$ cat config.mk
export PLATFORM = sky130hd
export DESIGN_NAME = axi_cdma_desc_arb
export DESIGN_NICKNAME = d
export VERILOG_FILES = /design/src/rtl/axi_cdma_arb_pkg.sv /design/src/rtl/axi_cdma_desc_arb_rr_arbiter.sv /design/src/rtl/axi_cdma_desc_arb.sv
export SDC_FILE = /design/constraint.sdc
export NUM_CORES = 1
export LEC_CHECK = 0
export CELL_PAD_IN_SITES_DETAIL_PLACEMENT = 0
export CELL_PAD_IN_SITES_GLOBAL_PLACEMENT = 1
export CORE_MARGIN = 8
export CORE_UTILIZATION = 27
export CTS_BUF_LIST = sky130_fd_sc_hd__clkbuf_4 sky130_fd_sc_hd__clkbuf_8
export CTS_CLUSTER_DIAMETER = 100
export DETAILED_ROUTE_END_ITERATION = 10
export GPL_TIMING_DRIVEN = 0
export PLACE_DENSITY_LB_ADDON = 0.1
export SLEW_MARGIN = 0
export SYNTH_ARGS = -nofsm -noshare
export SYNTH_HDL_FRONTEND = slang
export SYNTH_SLANG_ARGS = --single-unit
$ cat constraint.sdc
create_clock -name clk -period 3.5 [get_ports clk]
set_input_delay 0.7 -clock clk [delete_from_list [all_inputs] [get_ports clk]]
set_output_delay 0.7 -clock clk [all_outputs]
set_load 0.005 [all_outputs]
$ cat src/rtl/axi_cdma_arb_pkg.sv
// Shared helpers for the CDMA descriptor arbiter: port-index decode,
// {port, tag} packing and status_error cause bits.
package axi_cdma_arb_pkg;

    localparam logic [1:0] ERR_UNDERFLOW = 2'b01;
    localparam logic [1:0] ERR_BAD_PORT  = 2'b10;

    function automatic logic [31:0] onehot_to_idx(input logic [31:0] oh);
        logic [31:0] idx;
        idx = '0;
        for (int i = 0; i < 32; i++) begin
            if (oh[i]) idx = idx | 32'(i);
        end
        return idx;
    endfunction

    function automatic logic [31:0] tag_pack(input logic [31:0] port, input logic [31:0] tag,
                                             input int s_w);
        return (port << s_w) | tag;
    endfunction

    function automatic logic [31:0] tag_port(input logic [31:0] mtag, input int s_w);
        return mtag >> s_w;
    endfunction

    function automatic logic [31:0] tag_local(input logic [31:0] mtag, input int s_w);
        return mtag & ((32'd1 << s_w) - 32'd1);
    endfunction

endpackage

$ cat src/rtl/axi_cdma_desc_arb_rr_arbiter.sv
// Round-robin arbiter: one-hot grant searching upward from the last winner.
module rr_arbiter #(
    parameter int PORTS    = 4,
    parameter int CL_PORTS = $clog2(PORTS)
) (
    input  logic             clk,
    input  logic             rst_n,
    input  logic             enable,
    input  logic [PORTS-1:0] req,
    output logic [PORTS-1:0] grant
);

    logic [CL_PORTS-1:0] ptr_q, ptr_d;
    logic [CL_PORTS-1:0] idx;
    logic                found;

    always_comb begin
        grant = '0;
        ptr_d = ptr_q;
        found = 1'b0;
        idx   = '0;
        if (enable) begin
            for (int k = 1; k <= PORTS; k++) begin
                idx = CL_PORTS'((int'(ptr_q) + k) % PORTS);
                if (!found && req[idx]) begin
                    found      = 1'b1;
                    grant[idx] = 1'b1;
                    ptr_d      = idx;
                end
            end
        end
    end

    // Pointer resets to the last port so port 0 wins first.
    always_ff @(posedge clk or negedge rst_n) begin
        if (!rst_n) ptr_q <= CL_PORTS'(PORTS - 1);
        else        ptr_q <= ptr_d;
    end

endmodule

$ cat src/rtl/axi_cdma_desc_arb.sv
// Round-robin descriptor arbiter sharing one CDMA between PORTS requesters.
// Optional macro AXI_CDMA_DESC_ARB_ZERO_LEN_EN completes len==0 descriptors locally.
module axi_cdma_desc_arb
    import axi_cdma_arb_pkg::*;
#(
    parameter int PORTS           = 4,
    parameter int ADDR_WIDTH      = 16,
    parameter int LEN_WIDTH       = 20,
    parameter int S_TAG_WIDTH     = 8,
    parameter int CL_PORTS        = $clog2(PORTS),
    parameter int M_TAG_WIDTH     = S_TAG_WIDTH + CL_PORTS,
    parameter int MAX_OUTSTANDING = 8
) (
    input  logic                             clk,
    input  logic                             rst_n,
    input  logic [PORTS*ADDR_WIDTH-1:0]      s_axis_desc_read_addr,
    input  logic [PORTS*ADDR_WIDTH-1:0]      s_axis_desc_write_addr,
    input  logic [PORTS*LEN_WIDTH-1:0]       s_axis_desc_len,
    input  logic [PORTS*S_TAG_WIDTH-1:0]     s_axis_desc_tag,
    input  logic [PORTS-1:0]                 s_axis_desc_valid,
    output logic [PORTS-1:0]                 s_axis_desc_ready,
    output logic [PORTS*S_TAG_WIDTH-1:0]     s_axis_desc_status_tag,
    output logic [PORTS-1:0]                 s_axis_desc_status_valid,
    output logic [ADDR_WIDTH-1:0]            m_axis_desc_read_addr,
    output logic [ADDR_WIDTH-1:0]            m_axis_desc_write_addr,
    output logic [LEN_WIDTH-1:0]             m_axis_desc_len,
    output logic [M_TAG_WIDTH-1:0]           m_axis_desc_tag,
    output logic                             m_axis_desc_valid,
    input  logic                             m_axis_desc_ready,
    input  logic [M_TAG_WIDTH-1:0]           m_axis_desc_status_tag,
    input  logic                             m_axis_desc_status_valid,
    input  logic                             enable,
    output logic [$clog2(MAX_OUTSTANDING+1)-1:0] outstanding,
    output logic                             idle,
    output logic                             status_error
);

    localparam int OW = $clog2(MAX_OUTSTANDING + 1);

    logic [PORTS-1:0]             req, grant;
    logic                         can_load, gnt_vld, zl_take, load, issue;
    logic [31:0]                  gnt_idx, st_port;
    logic [ADDR_WIDTH-1:0]        sel_rd, sel_wr;
    logic [LEN_WIDTH-1:0]         sel_len;
    logic [S_TAG_WIDTH-1:0]       sel_tag, st_tag;
    logic [1:0]                   err_cause;

    logic                         m_valid_q, m_valid_d;
    logic [ADDR_WIDTH-1:0]        m_rd_q, m_rd_d, m_wr_q, m_wr_d;
    logic [LEN_WIDTH-1:0]         m_len_q, m_len_d;
    logic [M_TAG_WIDTH-1:0]       m_tag_q, m_tag_d;
    logic [OW-1:0]                out_q, out_d;
    logic [PORTS-1:0]             st_valid_q, st_valid_d;
    logic [PORTS*S_TAG_WIDTH-1:0] st_tag_q, st_tag_d;
    logic                         err_q, err_d;
    logic                         idle_q, idle_d;
`ifdef AXI_CDMA_DESC_ARB_ZERO_LEN_EN
    logic                         pend_vld_q, pend_vld_d;
    logic [CL_PORTS-1:0]          pend_port_q, pend_port_d;
    logic [S_TAG_WIDTH-1:0]       pend_tag_q, pend_tag_d;
`endif

    // The held descriptor counts against the limit before it is accepted.
    always_comb begin
        can_load = (!m_valid_q || m_axis_desc_ready) && enable
                   && ((int'(out_q) + int'(m_valid_q)) < MAX_OUTSTANDING);
        req = s_axis_desc_valid;
`ifdef AXI_CDMA_DESC_ARB_ZERO_LEN_EN
        for (int i = 0; i < PORTS; i++) begin
            if (pend_vld_q && s_axis_desc_len[i*LEN_WIDTH +: LEN_WIDTH] == '0) req[i] = 1'b0;
        end
`endif
    end

    rr_arbiter #(
        .PORTS    (PORTS),
        .CL_PORTS (CL_PORTS)
    ) u_arb (
        .clk    (clk),
        .rst_n  (rst_n),
        .enable (can_load),
        .req    (req),
        .grant  (grant)
    );

    assign s_axis_desc_ready = grant;

    always_comb begin
        sel_rd  = '0;
        sel_wr  = '0;
        sel_len = '0;
        sel_tag = '0;
        for (int i = 0; i < PORTS; i++) begin
            if (grant[i]) begin
                sel_rd  = s_axis_desc_read_addr[i*ADDR_WIDTH +: ADDR_WIDTH];
                sel_wr  = s_axis_desc_write_addr[i*ADDR_WIDTH +: ADDR_WIDTH];
                sel_len = s_axis_desc_len[i*LEN_WIDTH +: LEN_WIDTH];
                sel_tag = s_axis_desc_tag[i*S_TAG_WIDTH +: S_TAG_WIDTH];
            end
        end
        gnt_vld = |grant;
        gnt_idx = onehot_to_idx(32'(grant));
`ifdef AXI_CDMA_DESC_ARB_ZERO_LEN_EN
        zl_take = gnt_vld && (sel_len == '0);
`else
        zl_take = 1'b0;
`endif
        load  = gnt_vld && !zl_take;
        issue = m_valid_q && m_axis_desc_ready;
    end

    always_comb begin
        m_valid_d = m_valid_q;
        m_rd_d    = m_rd_q;
        m_wr_d    = m_wr_q;
        m_len_d   = m_len_q;
        m_tag_d   = m_tag_q;
        if (load) begin
            m_valid_d = 1'b1;
            m_rd_d    = sel_rd;
            m_wr_d    = sel_wr;
            m_len_d   = sel_len;
            m_tag_d   = M_TAG_WIDTH'(tag_pack(gnt_idx, 32'(sel_tag), S_TAG_WIDTH));
        end else if (m_axis_desc_ready) begin
            m_valid_d = 1'b0;
        end

        err_cause = '0;
        out_d     = out_q;
        if (issue && !m_axis_desc_status_valid) begin
            out_d = out_q + OW'(1);
        end else if (!issue && m_axis_desc_status_valid) begin
            if (out_q == '0) err_cause = err_cause | ERR_UNDERFLOW;
            else             out_d = out_q - OW'(1);
        end

        // CDMA status has priority; a local zero-length completion waits for a free cycle.
        st_port    = tag_port(32'(m_axis_desc_status_tag), S_TAG_WIDTH);
        st_tag     = S_TAG_WIDTH'(tag_local(32'(m_axis_desc_status_tag), S_TAG_WIDTH));
        st_valid_d = '0;
        st_tag_d   = st_tag_q;
`ifdef AXI_CDMA_DESC_ARB_ZERO_LEN_EN
        pend_vld_d  = pend_vld_q;
        pend_port_d = pend_port_q;
        pend_tag_d  = pend_tag_q;
`endif
        if (m_axis_desc_status_valid) begin
            if (st_port >= 32'(PORTS)) err_cause = err_cause | ERR_BAD_PORT;
            for (int i = 0; i < PORTS; i++) begin
                if (st_port == 32'(i)) begin
                    st_valid_d[i]                        = 1'b1;
                    st_tag_d[i*S_TAG_WIDTH +: S_TAG_WIDTH] = st_tag;
                end
            end
`ifdef AXI_CDMA_DESC_ARB_ZERO_LEN_EN
        end else if (pend_vld_q) begin
            pend_vld_d = 1'b0;
            for (int i = 0; i < PORTS; i++) begin
                if (32'(pend_port_q) == 32'(i)) begin
                    st_valid_d[i]                        = 1'b1;
                    st_tag_d[i*S_TAG_WIDTH +: S_TAG_WIDTH] = pend_tag_q;
                end
            end
`endif
        end
`ifdef AXI_CDMA_DESC_ARB_ZERO_LEN_EN
        if (zl_take) begin
            pend_vld_d  = 1'b1;
            pend_port_d = CL_PORTS'(gnt_idx);
            pend_tag_d  = sel_tag;
        end
`endif
        err_d  = err_q | (|err_cause);
        idle_d = !m_valid_d && (out_d == '0);
    end

    always_ff @(posedge clk or negedge rst_n) begin
        if (!rst_n) begin
            m_valid_q  <= 1'b0;
            m_rd_q     <= '0;
            m_wr_q     <= '0;
            m_len_q    <= '0;
            m_tag_q    <= '0;
            out_q      <= '0;
            st_valid_q <= '0;
            st_tag_q   <= '0;
            err_q      <= 1'b0;
            idle_q     <= 1'b1;
`ifdef AXI_CDMA_DESC_ARB_ZERO_LEN_EN
            pend_vld_q  <= 1'b0;
            pend_port_q <= '0;
            pend_tag_q  <= '0;
`endif
        end else begin
            m_valid_q  <= m_valid_d;
            m_rd_q     <= m_rd_d;
            m_wr_q     <= m_wr_d;
            m_len_q    <= m_len_d;
            m_tag_q    <= m_tag_d;
            out_q      <= out_d;
            st_valid_q <= st_valid_d;
            st_tag_q   <= st_tag_d;
            err_q      <= err_d;
            idle_q     <= idle_d;
`ifdef AXI_CDMA_DESC_ARB_ZERO_LEN_EN
            pend_vld_q  <= pend_vld_d;
            pend_port_q <= pend_port_d;
            pend_tag_q  <= pend_tag_d;
`endif
        end
    end

    assign m_axis_desc_valid        = m_valid_q;
    assign m_axis_desc_read_addr    = m_rd_q;
    assign m_axis_desc_write_addr   = m_wr_q;
    assign m_axis_desc_len          = m_len_q;
    assign m_axis_desc_tag          = m_tag_q;
    assign outstanding              = out_q;
    assign s_axis_desc_status_valid = st_valid_q;
    assign s_axis_desc_status_tag   = st_tag_q;
    assign status_error             = err_q;
    assign idle                     = idle_q;

endmodule

# Word level (Yosys, flattened, before mapping)
# Index checks and enable logic that the tools add are counted.
# classes
shifts	0
reduce_logical	32
n_div	0
eq_ne	3
mul	0
n_lt_le_gt_ge	10
bitwise_logic	5
muxes	68
add_sub_neg	7
# op_table
cell	count
2-to-1 mux 16 bit	8
2-to-1 mux 20 bit	4
2-to-1 mux 4 bit	12
zero test 32 bit	1
2-to-1 mux 8 bit	4
2-to-1 mux 1 bit	23
2-to-1 mux 2 bit	9
logical AND 1 bit	13
less-than comparator 2 x 3 -> 1 bit, second input constant	4
OR 4 bit	3
OR 10 x 8 -> 10 bit	1
AND reduction 2 bit	5
binary-select mux 1 bit (select 2 bit)	4
demux 1 bit (select 2 bit)	4
>= comparator 2 x 1 -> 1 bit, second input constant	4
zero test 4 bit	2
zero test 1 bit	7
adder 4 x 1 -> 5 bit	1
less-than comparator 5 x 4 -> 1 bit, second input constant	1
adder 2 x 1 -> 2 bit, second input constant	2
adder 2 bit, second input constant	2
adder 4 x 1 -> 4 bit, second input constant	1
== test 2 bit, second input constant	2
nonzero test 4 bit	1
other kinds (7)	7
# word_totals
mem_bits_ro	0
word_cells	139
ram_bits	0
latch_bits	0
input_bits	259
memories	0
register_bits	107

# Depth between registers and ports, before layout
# Gate-level depths: netlist of the first run.
# logic_depth
depth_word	22
depth_mapped	14

# By module
# From an unflattened synthesis of the first run, not the netlist that was laid out.
# hier_totals
hier_cells	706
hier_area_um2	6344.8
# by_module_without_submodules
module	seq_area_each_um2	area_per_inst_um2	n_inst	cells_per_inst
axi_cdma_desc_arb	2628.8	5630.4	1	624
rr_arbiter	52.6	714.4	1	82

# Worst setup path before layout of the first run
# No wires, ideal clock.
# synth_path
kind	register -> output
startpoint	reg u_arb.ptr_q[1]
endpoint	out s_axis_desc_ready[2]
t_arrival_ps	2605
stages_incl_launch_ff	10
slack_ps	195
t_required_ps	2800
path_cell_list	dfstp_2 buf_2 inv_1 ha_1 mux4_2 a2111oi_0 o21a_1 buf_2 inv_2 buf_2
# synth_via
elab_chain_cells	17
elab_cells_between_ends	55
classes_between	add/sub (4); order compare (8); mux (30); bitwise (3); reduce/logical (10)
# synth_lines
item	line_no	source
from (decl)	axi_cdma_desc_arb_rr_arbiter.sv:13	logic [CL_PORTS-1:0] ptr_q, ptr_d;
from (signal assigned)	axi_cdma_desc_arb_rr_arbiter.sv:36	if (!rst_n) ptr_q <= CL_PORTS'(PORTS - 1);
from (signal assigned)	axi_cdma_desc_arb_rr_arbiter.sv:37	else ptr_q <= ptr_d;
branches (longest 15 deep; another with less-than comparator 2 x 3 -> 1 bit)	--	
2-to-1 mux 4 bit *	axi_cdma_desc_arb_rr_arbiter.sv:25	if (!found && req[idx]) begin
2-to-1 mux 4 bit *	axi_cdma_desc_arb_rr_arbiter.sv:22	if (enable) begin
to (decl)	axi_cdma_desc_arb.sv:21	output logic [PORTS-1:0] s_axis_desc_ready,
# Every way passes the cells marked *. The select of a mux whose other input is x is not followed.

# Worst setup path in the final report of the first run
# Ends and elaborated chain as after synthesis.

==> results.toml, run 1 <==
[clocking]
clock_latency_ns = 0.41
htree_levels = 3
numCtsBuffers = 9
cts_root_buf = "clkbuf_8"
clk_pin_slew_ns = 0.12
numClockSinks = 107
cts_buffer_depth = 2
cts_tree = "done"

[timing]
rsz0062_at_grt = "true"
layout_min_cycle_time_ns = 3.455
max_freq_mhz = 289.4
drv_slew = 0
fin_crit_sh_pct = 98.71
worstMarginPinSlew_ns = 0.5569
setup_viol = 0
hold_slack_ns = 0.2227
fin_ws_ns = 0.04508
hold_viol = 0
fin_skew_ns = 0.01984
slew-limit-headroom_pct = 62.87

[die]
rows = 54
start_util_pct = 27.50
die_area_um2 = 27170
core_um2 = 21760
die_w_um = 164.8
ios = 368
die_h_um = 164.8

[cells_and_area]
drive_above_1_share_pct = 12.98
nets = 1281
syn_to_final_growth_pct = 78.52
num-fill-cells = 2123

[setup_path]
start_kind = "register"
worstPathRequired_ns = 2.80
critPathCaptureType = "primary output"
worstSetupStartpoint = "u_arb.ptr_q[1]$_DFFE_PN1P_"
timing.rr.start = "u_arb.ptr_q[1]$_DFFE_PN1P_"
critPathMaxFanout = 13
crit_arrival_ns = 2.75
critPathKind = "register to primary output"

[routing]
drc = 0
wl_per_cell_um = 22.85
wl_um = 29660
drt_iter0_markers = 358
drt-pass1-iter-count = 5
ant_nets = 0
dr_total_vias = 6620
vias_per_cell = 5.100

[placement]
dp_slack_ns = -1.501
dp_hpwl_um = 22940
portBuffers = 364
gp_congestion = 0.8552

[global_routing]
grt_start_max_net_pins = 62
antenna_found_initial = 0
grt_first_pass_wirelength_um = 43700
grt.overflow.total = 0
grt_pass1_vias = 7143
grtUsageTotal_pct = 21.25

[run_status]
status = "complete, no violations"

[synth]
synth_ff_type = "dfrtp_1"
synth.distinct_cells = 58
ys_warn_count = 0
synth_area_um2 = 5982
synthTopCellsByArea = "dfrtp_1, o221ai_1, a22oi_1"
ys_ff_latch = 107
synthCells = 610
yosysTopAreaCell = "dfrtp_1"
synth_top_area_share_pct = 43.51
synth_fp_nets = 879
syn_avg_cell_area_um2 = 9.807
synthArstFlopShare_pct = 100.0
synth_edf_count = 0
ys_seq_area_share_pct = 44.82

[hold_path]
hp-class = "input pin to async pin"

[pwr]
p_leak_nw = 4.207
power.density_nw_per_um2 = 796.4
ir_drop_mv = 0.3636

[flow_run]
maxCapViolCount = 0
-- where the power goes --
| group | internal (mW) | leakage [nW] | switching (mW) |
|---|---|---|---|
| combinational | 2.83 | 2.83 | 2.70 |
| sequential | 1.77 | 1.27 | 0.320 |
| clock | 0.305 | 0.111 | 0.574 |
-- stage by stage --
step / util (%) / power (mW) / TNS (ns) / instances / instance area [um2]
floorplan: - / 4.653 / 0 / 610 / 5982
global placement: 45.85 / 7.029 / -360.36 / 1254 / 9976
detailed placement: 45.99 / 7.054 / -46.10 / 1255 / 10000
CTS: 48.73 / 8.486 / -0.06858 / 1295 / 10600
global route: 49.07 / 9.170 / -0.1244 / 1297 / 10680
finish: 49.09 / 8.505 / 0 / 1298 / 10680
-- layer usage --
metal / vias to the layer above / wire length, um / global-route usage (%) / share of wire (%)
met5: - / 0 / 0 / 0
met4: 0 / 573 / 5.774 / 1.9
met3: 32 / 2432 / 6.680 / 8.2
met2: 277 / 14940 / 36.68 / 50
met1: 3167 / 11710 / 25.00 / 39
li1: 3144 / - / - / -
-- placed cells by master (no fill, tap or decap), types with 9 or more instances in the layout --
| cell type | count |
|---|---|
| a21oi_1 | 51 |
| nand3_1 | 15 |
| clkdlybuf4s50_1 | 357 |
| nand2_1 | 63 |
| nor2_1 | 9 |
| mux2_2 | 18 |
| o21ai_0 | 16 |
| clkbuf_2 | 10 |
| o221ai_1 | 45 |
| buf_4 | 27 |
| a22oi_1 | 49 |
| buf_6 | 12 |
| clkbuf_1 | 15 |
| ha_1 | 9 |
| or3_1 | 49 |
| dfrtp_1 | 104 |
| clkbuf_8 | 9 |
| a22o_1 | 12 |
| inv_1 | 17 |
| a221o_1 | 13 |
-- registers in the layout (all words and copies together) (netlist names) --
signal,count
s_axis_desc_status_tag,32
m_axis_desc_len,20
m_axis_desc_read_addr,16
m_axis_desc_write_addr,16
m_axis_desc_tag,10
outstanding,4
s_axis_desc_status_valid,4
u_arb.ptr_q,2
idle,1
m_axis_desc_valid,1
status_error,1
-- synthesized netlist by cell type, types with 5 or more instances --
cell / count
a21oi_1: 51
a221o_1: 13
a22o_1: 12
a22oi_1: 49
and3_1: 5
buf_1: 5
buf_2: 16
clkbuf_1: 26
dfrtp_1: 104
ha_1: 10
inv_1: 19
mux2_2: 17
nand2_1: 64
nand2b_1: 5
nand3_1: 15
nor2_1: 9
o21ai_0: 16
o221ai_1: 48
or3_1: 49
-- path summary, 6_finish.rpt --
path | depth (start not counted) | endpoint | slack [ns]
hold reg to reg | 1 | status_error$_DFF_PN0_ | 0.49
max in group asynchronous | 2 | u_arb.ptr_q[0]$_DFFE_PN1P_ | 2.56
setup reg to reg | 15 | m_axis_desc_len[18]$_DFFE_PN0P_ | 0.16
min in group clk | 1 | status_error$_DFF_PN0_ | 0.49
hold / removal | 1 | outstanding[2]$_DFF_PN0_ | 0.22
setup / recovery | 11 | s_axis_desc_ready[2] | 0.05
-- timing repair --
| item | in CTS | in global routing |
|---|---|---|
| buffers inserted | 25 | 3 |
| pin swaps | 9 | 7 |
| gates resized for setup | 59 | 32 |
| endpoints found under the hold margin | 0 | 0 |
| setup endpoints to repair | 68 | 65 |
| hold buffers | 0 | 0 |
-- worst max-delay path, stage by stage, from the launching register on --
cell and delay, ns:
dfstp_2 0.57, buf_6 0.11, clkinvlp_4 0.09, ha_4 0.29
mux4_2 0.35, buf_4 0.17, buf_6 0.11, a2111oi_4 0.18
o21a_2 0.21, buf_6 0.12, inv_6 0.05, buf_6 0.11
-- cell type report --
| cell class | instances | area, um2 | share of cell area (%) |
|---|---|---|---|
| tap | 280 | 350.3 | 3.281 |
| multi-input combinational | 427 | 3087 | 28.90 |
| clock inverter | 7 | 106.4 | 0.9959 |
| sequential | 107 | 2681 | 25.11 |
| antenna | 1 | 2.502 | 0.02343 |
| inverter | 24 | 102.6 | 0.9607 |
| clock buffer | 9 | 123.9 | 1.160 |
| buffer | 50 | 307.8 | 2.882 |
| timing repair buffer | 393 | 3918 | 36.68 |
-- cells by family after synthesis --
kind of cell	count (synthesis)	synth area share [%]
fa+ha+maj	10	2.092
buf+inv	76	5.605
flops	107	44.82
compound gates	219	26.88
mux	25	5.542
xor+xnor	2	0.2929
simple gates	171	14.77
No activity file was read; power rests on OpenSTA's default activity.
==> run 2, diff against run 1 <==
- CTS_CLUSTER_DIAMETER: 100 -> unset
- GPL_ROUTABILITY_DRIVEN: unset -> 0
- SLEW_MARGIN: 0 -> 10
==> results of run 2 <==
Same layout as run 1: the final DEF is identical, and so are final timing and power.
